$ cat config.mk
export PLATFORM = sky130hd
export DESIGN_NAME = mem_port_arbiter
export DESIGN_NICKNAME = d
export VERILOG_FILES = /design/src/rtl/mem_arb_pkg.sv /design/src/rtl/mem_arb_starve_cnt.sv /design/src/rtl/mem_port_arbiter.sv
export SDC_FILE = /design/constraint.sdc
export NUM_CORES = 1
export LEC_CHECK = 0
export BUFFER_PORTS_ARGS = -buffer_cell sky130_fd_sc_hd__buf_4
export CAP_MARGIN = 5
export CORE_AREA = 2 2 128 130
export CTS_CLUSTER_SIZE = 30
export DETAILED_ROUTE_END_ITERATION = 6
export DIE_AREA = 0 0 130 132
export PLACE_DENSITY_LB_ADDON = 0.15
export SYNTH_ARGS = -nofsm -noshare
export SYNTH_HDL_FRONTEND = slang
export SYNTH_SLANG_ARGS = --single-unit
$ cat constraint.sdc
create_clock -name clk -period 1.9 [get_ports clk]
set_input_delay 0.095 -clock clk [delete_from_list [all_inputs] [get_ports clk]]
set_output_delay 0.095 -clock clk [all_outputs]
set_load 0.01 [all_outputs]
$ cat src/rtl/mem_arb_pkg.sv
// Shared state/owner encodings and default widths for the unified memory-port arbiter.
package mem_arb_pkg;

   localparam int DEF_ADDR_W       = 48;
   localparam int DEF_DATA_W       = 32;
   localparam int DEF_STARVE_LIMIT = 4;

   typedef enum logic [1:0] {
      IDLE  = 2'd0,
      ISSUE = 2'd1,
      WAIT  = 2'd2
   } arb_state_e;

   typedef enum logic {
      OWN_IF = 1'b0,
      OWN_LS = 1'b1
   } arb_owner_e;

endpackage

$ cat src/rtl/mem_arb_starve_cnt.sv
// Saturating counter of cycles the fetch requester has been kept waiting.
// The at_limit flag lets fetch override the fixed load/store priority.
module mem_arb_starve_cnt #(
   parameter int STARVE_LIMIT = 4
) (
   input  logic clk,
   input  logic rst_n,
   input  logic inc_i,
   input  logic clr_i,
   output logic at_limit_o
);

   localparam int CNT_W = $clog2(STARVE_LIMIT + 2);
   localparam logic [CNT_W-1:0] LIMIT = CNT_W'(STARVE_LIMIT);

   logic [CNT_W-1:0] cnt_q;
   logic [CNT_W-1:0] cnt_d;

   // Clear wins over increment so a grant always restarts the count
   always_comb begin
      cnt_d = cnt_q;
      if (clr_i) begin
         cnt_d = '0;
      end else if (inc_i && (cnt_q != LIMIT)) begin
         cnt_d = cnt_q + CNT_W'(1);
      end
   end

   always_ff @(posedge clk or negedge rst_n) begin
      if (!rst_n) begin
         cnt_q <= '0;
      end else begin
         cnt_q <= cnt_d;
      end
   end

   assign at_limit_o = (cnt_q == LIMIT);

endmodule

$ cat src/rtl/mem_port_arbiter.sv
// Shares one memory port between instruction fetch (IF) and load/store (LS), one transaction at a time.
// Define MEM_ARB_TIMEOUT_EN to add a WAIT-state timeout that answers with rdata 0 and resp_err.
module mem_port_arbiter
   import mem_arb_pkg::*;
#(
   parameter int ADDR_W       = DEF_ADDR_W,
   parameter int DATA_W       = DEF_DATA_W,
   parameter int STARVE_LIMIT = DEF_STARVE_LIMIT
`ifdef MEM_ARB_TIMEOUT_EN
   ,
   parameter int TIMEOUT      = 64
`endif
) (
   input  logic                clk,
   input  logic                rst_n,
   input  logic                if_req,
   input  logic [ADDR_W-1:0]   if_addr,
   output logic                if_gnt,
   output logic                if_rvalid,
   output logic [DATA_W-1:0]   if_rdata,
   input  logic                ls_req,
   input  logic                ls_we,
   input  logic [ADDR_W-1:0]   ls_addr,
   input  logic [DATA_W-1:0]   ls_wdata,
   input  logic [DATA_W/8-1:0] ls_be,
   output logic                ls_gnt,
   output logic                ls_rvalid,
   output logic [DATA_W-1:0]   ls_rdata,
   output logic                mem_req,
   output logic                mem_we,
   output logic [ADDR_W-1:0]   mem_addr,
   output logic [DATA_W-1:0]   mem_wdata,
   output logic [DATA_W/8-1:0] mem_be,
   input  logic                mem_gnt,
   input  logic                mem_rvalid,
   input  logic [DATA_W-1:0]   mem_rdata
`ifdef MEM_ARB_TIMEOUT_EN
   ,
   output logic                resp_err
`endif
);

   localparam int BE_W = DATA_W / 8;

   arb_state_e        state_q;
   arb_owner_e        owner_q;
   logic              memReq_q;
   logic              memWe_q;
   logic [ADDR_W-1:0] memAddr_q;
   logic [DATA_W-1:0] memWdata_q;
   logic [BE_W-1:0]   memBe_q;
   logic              ifRvalid_q;
   logic              lsRvalid_q;
   logic [DATA_W-1:0] ifRdata_q;
   logic [DATA_W-1:0] lsRdata_q;

   logic              ifGnt;
   logic              lsGnt;
   logic              ifAtLimit;
   logic              rspFire;
   logic [DATA_W-1:0] rspData;

   // LS has priority unless IF has been held off long enough to force its turn
   always_comb begin
      ifGnt = 1'b0;
      lsGnt = 1'b0;
      if (state_q == IDLE) begin
         if (ls_req && (!ifAtLimit || !if_req)) begin
            lsGnt = 1'b1;
         end else if (if_req) begin
            ifGnt = 1'b1;
         end
      end
   end

   mem_arb_starve_cnt #(
      .STARVE_LIMIT(STARVE_LIMIT)
   ) u_starve (
      .clk       (clk),
      .rst_n     (rst_n),
      .inc_i     (if_req && !ifGnt),
      .clr_i     (ifGnt),
      .at_limit_o(ifAtLimit)
   );

`ifdef MEM_ARB_TIMEOUT_EN
   localparam int TW = $clog2(TIMEOUT + 1);
   localparam logic [TW-1:0] TO_LAST = TW'(TIMEOUT - 1);

   logic [TW-1:0] waitCnt_q;
   logic          rspErr_q;
   logic          timedOut;

   assign timedOut = (state_q == WAIT) && !mem_rvalid && (waitCnt_q == TO_LAST);
   assign rspFire  = ((state_q == WAIT) && mem_rvalid) || timedOut;
   assign rspData  = mem_rvalid ? mem_rdata : '0;
   assign resp_err = rspErr_q;

   // Counts WAIT cycles; the error flag pulses alongside the synthetic response
   always_ff @(posedge clk or negedge rst_n) begin
      if (!rst_n) begin
         waitCnt_q <= '0;
         rspErr_q  <= 1'b0;
      end else begin
         rspErr_q <= timedOut;
         if ((state_q != WAIT) || rspFire) begin
            waitCnt_q <= '0;
         end else begin
            waitCnt_q <= waitCnt_q + TW'(1);
         end
      end
   end
`else
   assign rspFire = (state_q == WAIT) && mem_rvalid;
   assign rspData = mem_rdata;
`endif

   // Transaction sequencer: latch winner, hold request until accepted, route the response to its owner
   always_ff @(posedge clk or negedge rst_n) begin
      if (!rst_n) begin
         state_q    <= IDLE;
         owner_q    <= OWN_IF;
         memReq_q   <= 1'b0;
         memWe_q    <= 1'b0;
         memAddr_q  <= '0;
         memWdata_q <= '0;
         memBe_q    <= '0;
         ifRvalid_q <= 1'b0;
         lsRvalid_q <= 1'b0;
         ifRdata_q  <= '0;
         lsRdata_q  <= '0;
      end else begin
         ifRvalid_q <= 1'b0;
         lsRvalid_q <= 1'b0;
         case (state_q)
            IDLE: begin
               if (ifGnt || lsGnt) begin
                  owner_q    <= lsGnt ? OWN_LS : OWN_IF;
                  memReq_q   <= 1'b1;
                  memWe_q    <= lsGnt && ls_we;
                  memAddr_q  <= lsGnt ? ls_addr : if_addr;
                  memWdata_q <= lsGnt ? ls_wdata : '0;
                  memBe_q    <= lsGnt ? ls_be : '1;
                  state_q    <= ISSUE;
               end
            end
            ISSUE: begin
               if (mem_gnt) begin
                  memReq_q <= 1'b0;
                  state_q  <= WAIT;
               end
            end
            WAIT: begin
               if (rspFire) begin
                  if (owner_q == OWN_LS) begin
                     lsRvalid_q <= 1'b1;
                     lsRdata_q  <= rspData;
                  end else begin
                     ifRvalid_q <= 1'b1;
                     ifRdata_q  <= rspData;
                  end
                  state_q <= IDLE;
               end
            end
            default: begin
               memReq_q <= 1'b0;
               state_q  <= IDLE;
            end
         endcase
      end
   end

   assign if_gnt    = ifGnt;
   assign ls_gnt    = lsGnt;
   assign if_rvalid = ifRvalid_q;
   assign ls_rvalid = lsRvalid_q;
   assign if_rdata  = ifRdata_q;
   assign ls_rdata  = lsRdata_q;
   assign mem_req   = memReq_q;
   assign mem_we    = memWe_q;
   assign mem_addr  = memAddr_q;
   assign mem_wdata = memWdata_q;
   assign mem_be    = memBe_q;

endmodule

== After elaboration in Yosys (flattened, before gate mapping) ==
Cells that the tools add are included.
Word-level totals
  bits in registers: 158
  input bits: 171
  word-level logic and storage cells: 63
Cells by class
  add/subtract/negate cells: 1
  equality and inequality tests: 7
  muxes and demuxes: 24
  bitwise operators: 2
  reduce and logical (&&, ||, !) cells: 17
Operators with widths (count)
  $mux W48: 1
  $mux W32: 1
  $mux W1: 14
  $reduce_and A3 Y1: 4
  $mux W2: 3
  $mux W3: 2
  $pmux W2 S3: 1
  $logic_and A1 B1 Y1: 5
  $mux W4: 1
  $ne A2 B2 Y1 const B: 2
  $add A3 B1 Y3 const B: 1
  $eq A3 B3 Y1 const B: 1
  $logic_not A1 Y1: 3
  $ne A3 B3 Y1 const B: 1
  $pmux W1 S3: 1
  $eq A2 B1 Y1 const B: 1
  $eq A2 B2 Y1 const B: 1
  $logic_not A2 Y1: 1
  $logic_or A1 B1 Y1: 2
  $ne A2 B1 Y1 const B: 1
  $not A1 Y1: 2
  $reduce_and A2 Y1: 1
  $reduce_bool A2 Y1: 1

== Logic depth before layout (Yosys ltp) ==
Gate-level depths: netlist (run 1).
  depth in word-level cells: 11
  mapped depth: 7
  mapped depth without buffers: 6

== By module ==
Synthesis (run 1) repeated with hierarchy kept, for this count alone.
Unflattened totals
  cells, all modules: 427
  area total of the unflattened synthesis: 6212.2 um^2
Modules (own cells, without submodules)
  mem_port_arbiter: instances 1, cells an instance 409, area each 6014.5 um^2, seq. area each 3878.7 um^2
  mem_arb_starve_cnt: instances 1, cells an instance 18, area each 197.7 um^2, seq. area each 75.1 um^2

== Worst setup path after synthesis (run 1) ==
No wires, ideal clock.
  path type: register -> register
  start: register u_starve.cnt_q[0]
  end: register memAddr_q[0], in the netlist mem_addr[0]
  setup time: 126 ps
  data arrival time: 1474 ps
  data required time: 1774 ps
  path slack: 300 ps
  stages on the path, launching flop included: 8
  buffers on the path: 2
  period minus slack after synthesis: 1600 ps
  cells stage by stage: dfrtp_1 -> inv_1 -> ha_1 -> nand3_2 -> buf_2 -> clkbuf_1 -> and4_1 -> a221o_1
Between the ends
  word-level cells in the longest chain between the ends: 8
Ends and longest elaborated chain
  start: declaration: RTL line mem_arb_starve_cnt.sv:16  | logic [CNT_W-1:0] cnt_q;
  start signal: assignment: RTL line mem_arb_starve_cnt.sv:33  | cnt_q <= cnt_d;
  $eq A3 B3 Y1 *: RTL line mem_arb_starve_cnt.sv:37  | assign at_limit_o = (cnt_q == LIMIT);
  $logic_not A1 Y1 *: RTL line mem_port_arbiter.sv:68  | if (ls_req && (!ifAtLimit || !if_req)) begin
  $logic_or A1 B1 Y1 *: RTL line mem_port_arbiter.sv:68
  $logic_and A1 B1 Y1 *: RTL line mem_port_arbiter.sv:68
  $mux W1: RTL line mem_port_arbiter.sv:68
  $mux W1: RTL line mem_port_arbiter.sv:67  | if (state_q == IDLE) begin
  $logic_or A1 B1 Y1: RTL line mem_port_arbiter.sv:137  | if (ifGnt || lsGnt) begin
  $reduce_and A2 Y1 (no source line)
  end signal: assignment: RTL line mem_port_arbiter.sv:141  | memAddr_q <= lsGnt ? ls_addr : if_addr;
  end: declaration: RTL line mem_port_arbiter.sv:49  | logic [ADDR_W-1:0] memAddr_q;
Mark *: on every way between the ends. The rest lies on a longest branch, timed or not.
A chain may end at the register's enable or synchronous reset.

== Worst setup path in the final report (run 1) ==
  start: register u_starve.cnt_q[0]
  end: output ls_gnt
Between the ends
  word-level cells in the longest chain between the ends: 6
Ends and longest elaborated chain
  $eq A3 B3 Y1: RTL line mem_arb_starve_cnt.sv:37
  $logic_not A1 Y1: RTL line mem_port_arbiter.sv:68
  $logic_or A1 B1 Y1: RTL line mem_port_arbiter.sv:68
  $logic_and A1 B1 Y1: RTL line mem_port_arbiter.sv:68
  $mux W1: RTL line mem_port_arbiter.sv:68
  $mux W1: RTL line mem_port_arbiter.sv:67
  end: declaration: RTL line mem_port_arbiter.sv:26  | output logic ls_gnt,
Every way passes these cells.

==> results of run 1 <==
[flip-flops by register name (all words and copies together) (netlist names), 2 cells and up]
register / cells
mem_addr: 48
ls_rdata: 32
state_q: 2
mem_wdata: 32
mem_be: 4
u_starve.cnt_q: 3
if_rdata: 32
[repair_timing]
item	CTS	global route
endpoints found under the setup margin	1	2
gates cloned	0	1
hold buffers	74	0
gates resized for setup	4	2
buffers inserted	0	4
pin swaps	0	1
endpoints found under the hold margin	263	0
[final cells by class]
class | instances | area [um2] | area share (%)
clock buffer | 20 | 446.7 | 4.078
clock inverter | 12 | 161.4 | 1.474
inverter | 4 | 17.52 | 0.1599
multi-input combinational | 277 | 2626 | 23.98
sequential | 158 | 3956 | 36.12
tap | 216 | 270.3 | 2.467
timing repair buffer | 422 | 3475 | 31.72
[through the flow]
step	util (%)	setup TNS, ns	cell area (um2)
floorplan	-	0	6857
global placement	60.66	0	9532
detailed placement	60.66	0	9532
CTS	69.31	0	10890
global route	69.71	-0.01754	10950
finish	69.71	0	10950
[power groups by stage]
| stage | combinational (mW) | clock [mW] | sequential (mW) |
|---|---|---|---|
| detailed placement | 7.52 | 0 | 6.01 |
| floorplan | 3.23 | 0 | 6.52 |
| CTS | 7.67 | 3.56 | 6.00 |
| global placement | 7.33 | 0 | 5.97 |
| finish | 7.77 | 3.49 | 6.03 |
| global route | 8.30 | 3.71 | 6.22 |
[routing by layer]
layer | global-route usage (%) | up-vias | share of wire (%)
met4 | 9.140 | 0 | 2.8
met3 | 6.088 | 41 | 6.4
met5 | 0 | - | 0
met1 | 29.36 | 2934 | 40
met2 | 41.04 | 273 | 51
li1 | - | 2689 | -
[layout by cell type, fill, tap and decap left out, types with 2 or more instances in the layout]
master         Yosys  routed
a21o_1             2       2
a21oi_1            2       2
a221o_1           48      48
a22o_1            34      34
and4_1            48      48
buf_12             0       8
buf_4              3     338
bufinv_16          0       3
clkbuf_1          30       2
clkbuf_16          0      18
clkinv_2           0       2
clkinv_4           0       3
clkinvlp_4         0       2
dfrtp_1          158     156
dfrtp_2            0       2
dlygate4sd3_1      0      74
ha_1               2       2
inv_1              3       3
mux2_2            66      66
nand2_1            5       5
nand3_2            2       2
nor2_4             1       2
nor3_1             2       2
nor3b_1           40      40
nor3b_2            9       9
o21ai_0            2       2
o22a_1             4       4
[cell families after synthesis]
family                   after synthesis
AO/OA/AOI/OAI                         95
AND/OR/NAND/NOR                      114
flip-flops                           158
buffers and inverters                 56
adder cells (fa/ha/maj)                2
multiplexers                          66
[worst paths after layout]
path	start	end	slack, ns	cells after the start
max	u_starve.cnt_q[0]	ls_gnt	0.07	7
min	ls_addr[17]	mem_addr[17]	0.04	3
max reg2reg	u_starve.cnt_q[1]	mem_wdata[21]	0.22	8
min reg2reg	mem_req	mem_req	0.48	2
max in group asynchronous	rst_n	mem_addr[9]	1.08	3
min in group asynchronous	rst_n	ls_rdata[26]	0.15	2
[worst max-delay path, stage by stage, from the launching register on]
cell,delay [ns]
dfrtp_1,0.37
inv_1,0.06
ha_1,0.24
nand3_2,0.12
nand3_2,0.13
inv_4,0.10
buf_12,0.15
buf_4,0.13
==> flow_summary.json, run 1 <==
{
  "status": "completed",
  "grt_pass1_wl_um": 32160,
  "synth_top_area_share_pct": 57.66,
  "min_path_type": "in2reg",
  "yosysUniqueCellTypes": 33,
  "synthCells": 491,
  "cts_tree": "done",
  "p_per_area_nw_per_um2": 1580,
  "diodes": 0,
  "p_leak_nw": 5.226,
  "final_hold_viol_count": 0,
  "final_cells": 1109,
  "yosys.cell_count.top_type": "dfrtp_1",
  "antenna_found_initial": 0,
  "yosys.area.top_type": "dfrtp_1",
  "grt_max_degree": 64,
  "cts.sinks": 158,
  "p_seq_share_pct": 34.9,
  "whs_ns": 0.03641,
  "critPathMaxFanout": 18,
  "ys_ff_latch": 158,
  "p_comb_share_pct": 44.9,
  "grt_usage_pct": 24.13,
  "avgSynthCellArea_um2": 13.96,
  "ys.flop_type": "dfrtp_1",
  "synth_fp_nets": 664,
  "yosysWarnings": 0,
  "synth_common_cells": "dfrtp_1 (158), mux2_2 (66), a221o_1 (48), and4_1 (48), nor3b_1 (40)",
  "setup_viol": 0,
  "synth_compound_area_share_pct": 12.68,
  "worst_pin_slew_ns": 0.3769,
  "dpl.cell_count": 998,
  "synth_top_family_by_area": "simple AND/OR/NAND/NOR gates",
  "maxCapViolations": 0,
  "synthSimpleGateAreaFrac_pct": 14.23,
  "viasPerCell": 5.353,
  "p_int_mw": 11.41,
  "ys_seq_area_share_pct": 57.66,
  "cts_buffers": 17,
  "io_pins": 325,
  "muxShareOfSynthArea_pct": 10.84,
  "firstDrtPassIters": 4,
  "endpoint_kind": "output pin",
  "clock_path_buffers": 2,
  "async_flop_share_pct": 100.0,
  "maxSlewViolCount": 0,
  "worstSkewPairLatency_ns": 0.42,
  "critPathLaunchType": "register",
  "cts_root_buf": "clkbuf_16",
  "wl_per_cell_um": 19.10,
  "skew_ns": 0.005383,
  "criticalPathCategory": "reg2out",
  "swShare_pct": 34.05,
  "setup_ws_ns": 0.06792,
  "vdd_ir_drop_max_mv": 0.6869,
  "vias": 5937,
  "ant_nets": 0,
  "dieArea_um2": 17160,
  "synth-xor-area-share_pct": 0,
  "fillers": 1154,
  "fin_crit_ns": 1.832,
  "p_clk_share_pct": 20.2,
  "period_share_pct": 96.43,
  "layout.nets": 1053,
  "grt_pass1_vias": 6039,
  "report.power.total_mw": 17.30,
  "synth_area_leaders": "dfrtp_1 (58%), mux2_2 (11%), a221o_1 (7.0%), and4_1 (6.1%), nor3b_1 (4.4%)",
  "routabilityCongestion": 0.8217,
  "synth_edf_count": 0,
  "routed_wl_um": 21190,
  "synth_fa_ha_area_share_pct": 0.3650,
  "grt_setup_unrepaired": "yes",
  "place.port_buffers": 324,
  "rows": 46,
  "start_util_pct": 43.64,
  "path_clk_slew_ns": 0.06,
  "cp.arrival_ns": 1.74,
  "drc": 0,
  "coreArea_um2": 15710,
  "syn_area_um2": 6857,
  "h-tree-depth": 4,
  "detail_route.iter0.violations": 312,
  "max_slew_margin_pct": 74.87,
  "dp_slack_ns": 0.2432,
  "overflow": 0,
  "area_delta_synth_final_pct": 59.74,
  "drive_gt1_share_pct": 52.07,
  "worstPathRequired_ns": 1.80,
  "fmax_mhz": 545.8,
  "p_sw_mw": 5.891,
  "hpwl_um": 14140,
  "die_w_um": 130,
  "die-height_um": 132
}
No activity file was read; power rests on OpenSTA's default activity.
==> run 2: changes to the inputs <==
Clock period 1.9 ns to 2.3 ns, I/O delays scaled along.
==> flow_summary.json, run 2 (synthesis results as in run 1) <==
{
  "status": "completed",
  "die_w_um": 130,
  "postCtsSetupBuffers": 0,
  "drc": 0,
  "critPathLaunchType": "register",
  "worst_pin_slew_ns": 0.7395,
  "criticalPathCategory": "reg2out",
  "start_util_pct": 43.64,
  "diodes": 0,
  "final_common_cell": "buf_4",
  "vdd_ir_drop_max_mv": 0.6300,
  "place.port_buffers": 324,
  "fin_crit_ns": 2.105,
  "drive_gt1_share_pct": 51.47,
  "final_hold_viol_count": 0,
  "cts_tree": "done",
  "p_leak_nw": 5.159,
  "maxSlewViolCount": 0,
  "cts.sinks": 158,
  "detail_route.iter0.violations": 230,
  "maxCapViolations": 0,
  "hpwl_um": 14740,
  "skew_ns": 0.008063,
  "dpl.cell_count": 996,
  "tns_ns": 0,
  "period_share_pct": 91.51,
  "wl_per_cell_um": 19.42,
  "max_slew_margin_pct": 50.70,
  "layout.nets": 1046,
  "rows": 46,
  "worstSkewPairLatency_ns": 0.42,
  "routabilityCongestion": 0.8070,
  "layout_common_cells": "buf_4 (338), dfrtp_1 (158), dlygate4sd3_1 (74)",
  "grt_pass1_wl_um": 33670,
  "grt_pass1_vias": 6346,
  "cp.arrival_ns": 1.99,
  "report.power.total_mw": 14.06,
  "vias": 5894,
  "grt_usage_pct": 25.11,
  "clock_path_buffers": 2,
  "final_cells": 1102,
  "viasPerCell": 5.348,
  "p_per_area_nw_per_um2": 1301,
  "overflow": 0,
  "io_pins": 325,
  "setup_viol": 0,
  "min_path_type": "in2reg",
  "grt_setup_unrepaired": "no",
  "endpoint_kind": "output pin",
  "fillers": 1159,
  "fmax_mhz": 475.1,
  "h-tree-depth": 4,
  "critPathMaxFanout": 35,
  "postLayoutCoreUtil_pct": 68.80,
  "area_delta_synth_final_pct": 57.66,
  "die-height_um": 132,
  "path_clk_slew_ns": 0.06,
  "coreArea_um2": 15710,
  "dieArea_um2": 17160,
  "grt_max_degree": 80,
  "ant_nets": 0,
  "routed_wl_um": 21400,
  "multi_input_area_um2": 2626,
  "largest_register_ffs": 48,
  "cts_buffers": 17,
  "seqCellArea_um2": 3954,
  "cts_root_buf": "clkbuf_16",
  "antenna_found_initial": 0,
  "worstPathRequired_ns": 2.18,
  "firstDrtPassIters": 4
}
-- run 2: layout make-up --
type                    instances  share of cell area (%)
flip-flops and latches        158                   36.57
inverters                       4                  0.1852
clock inverters                10                   1.262
multi-input cells             277                   24.29
clock buffers                  22                   4.387
repair buffers                415                   30.80
well taps                     216                   2.500
-- run 2: per-stage QoR --
| step | area [um2] | hold slack (ns) | setup WS (ns) |
|---|---|---|---|
| after floorplan | 6857 | -0.1806 | 0.6999 |
| after global placement | 9454 | 0.1884 | 0.4629 |
| after detailed placement | 9454 | 0.2103 | 0.3935 |
| after CTS | 10810 | 0.05111 | 0.1297 |
| after global routing | 10810 | 0.06343 | 0.05044 |
| final | 10810 | 0.06186 | 0.1954 |
-- run 2: layer usage --
layer	vias up	global-route usage (%)	routed length [um]
li1	2675	-	-
met1	2903	30.37	8466
met2	263	43.11	10800
met3	53	5.519	1402
met4	0	10.33	723
met5	-	0	0
-- run 2: worst max-delay path, cell delays in order (launching register included) --
cell and delay, ns:
dfrtp_1 0.38, inv_1 0.05, ha_1 0.23, nand3_2 0.24, nand3_2 0.19, inv_6 0.27
buf_4 0.18
-- run 2: worst paths after layout --
kind | start | end | slack [ns] | depth (start not counted)
min | ls_addr[8] | mem_addr[8] | 0.06 | 3
min reg2reg | mem_req | mem_req | 0.48 | 2
max | u_starve.cnt_q[0] | ls_gnt | 0.20 | 6
max reg2reg | u_starve.cnt_q[0] | mem_addr[44] | 0.39 | 6
max in group asynchronous | rst_n | ls_rdata[21] | 1.20 | 3
min in group asynchronous | rst_n | ls_rdata[27] | 0.32 | 2
-- run 2: what timing repair did --
item | 4_1_cts | 5_1_grt
endpoints found under the hold margin | 179 | 0
setup endpoints to repair | 1 | 1
gates cloned | 0 | 0
gates resized for setup | 1 | 1
pin swaps | 0 | 0
hold buffers | 74 | 0
-- run 2: where the power goes --
part | total, mW | internal, mW | switching [mW]
clock network | 2.89 | 1.79 | 1.10
logic | 6.22 | 3.37 | 2.85
registers | 4.96 | 4.11 | 0.851
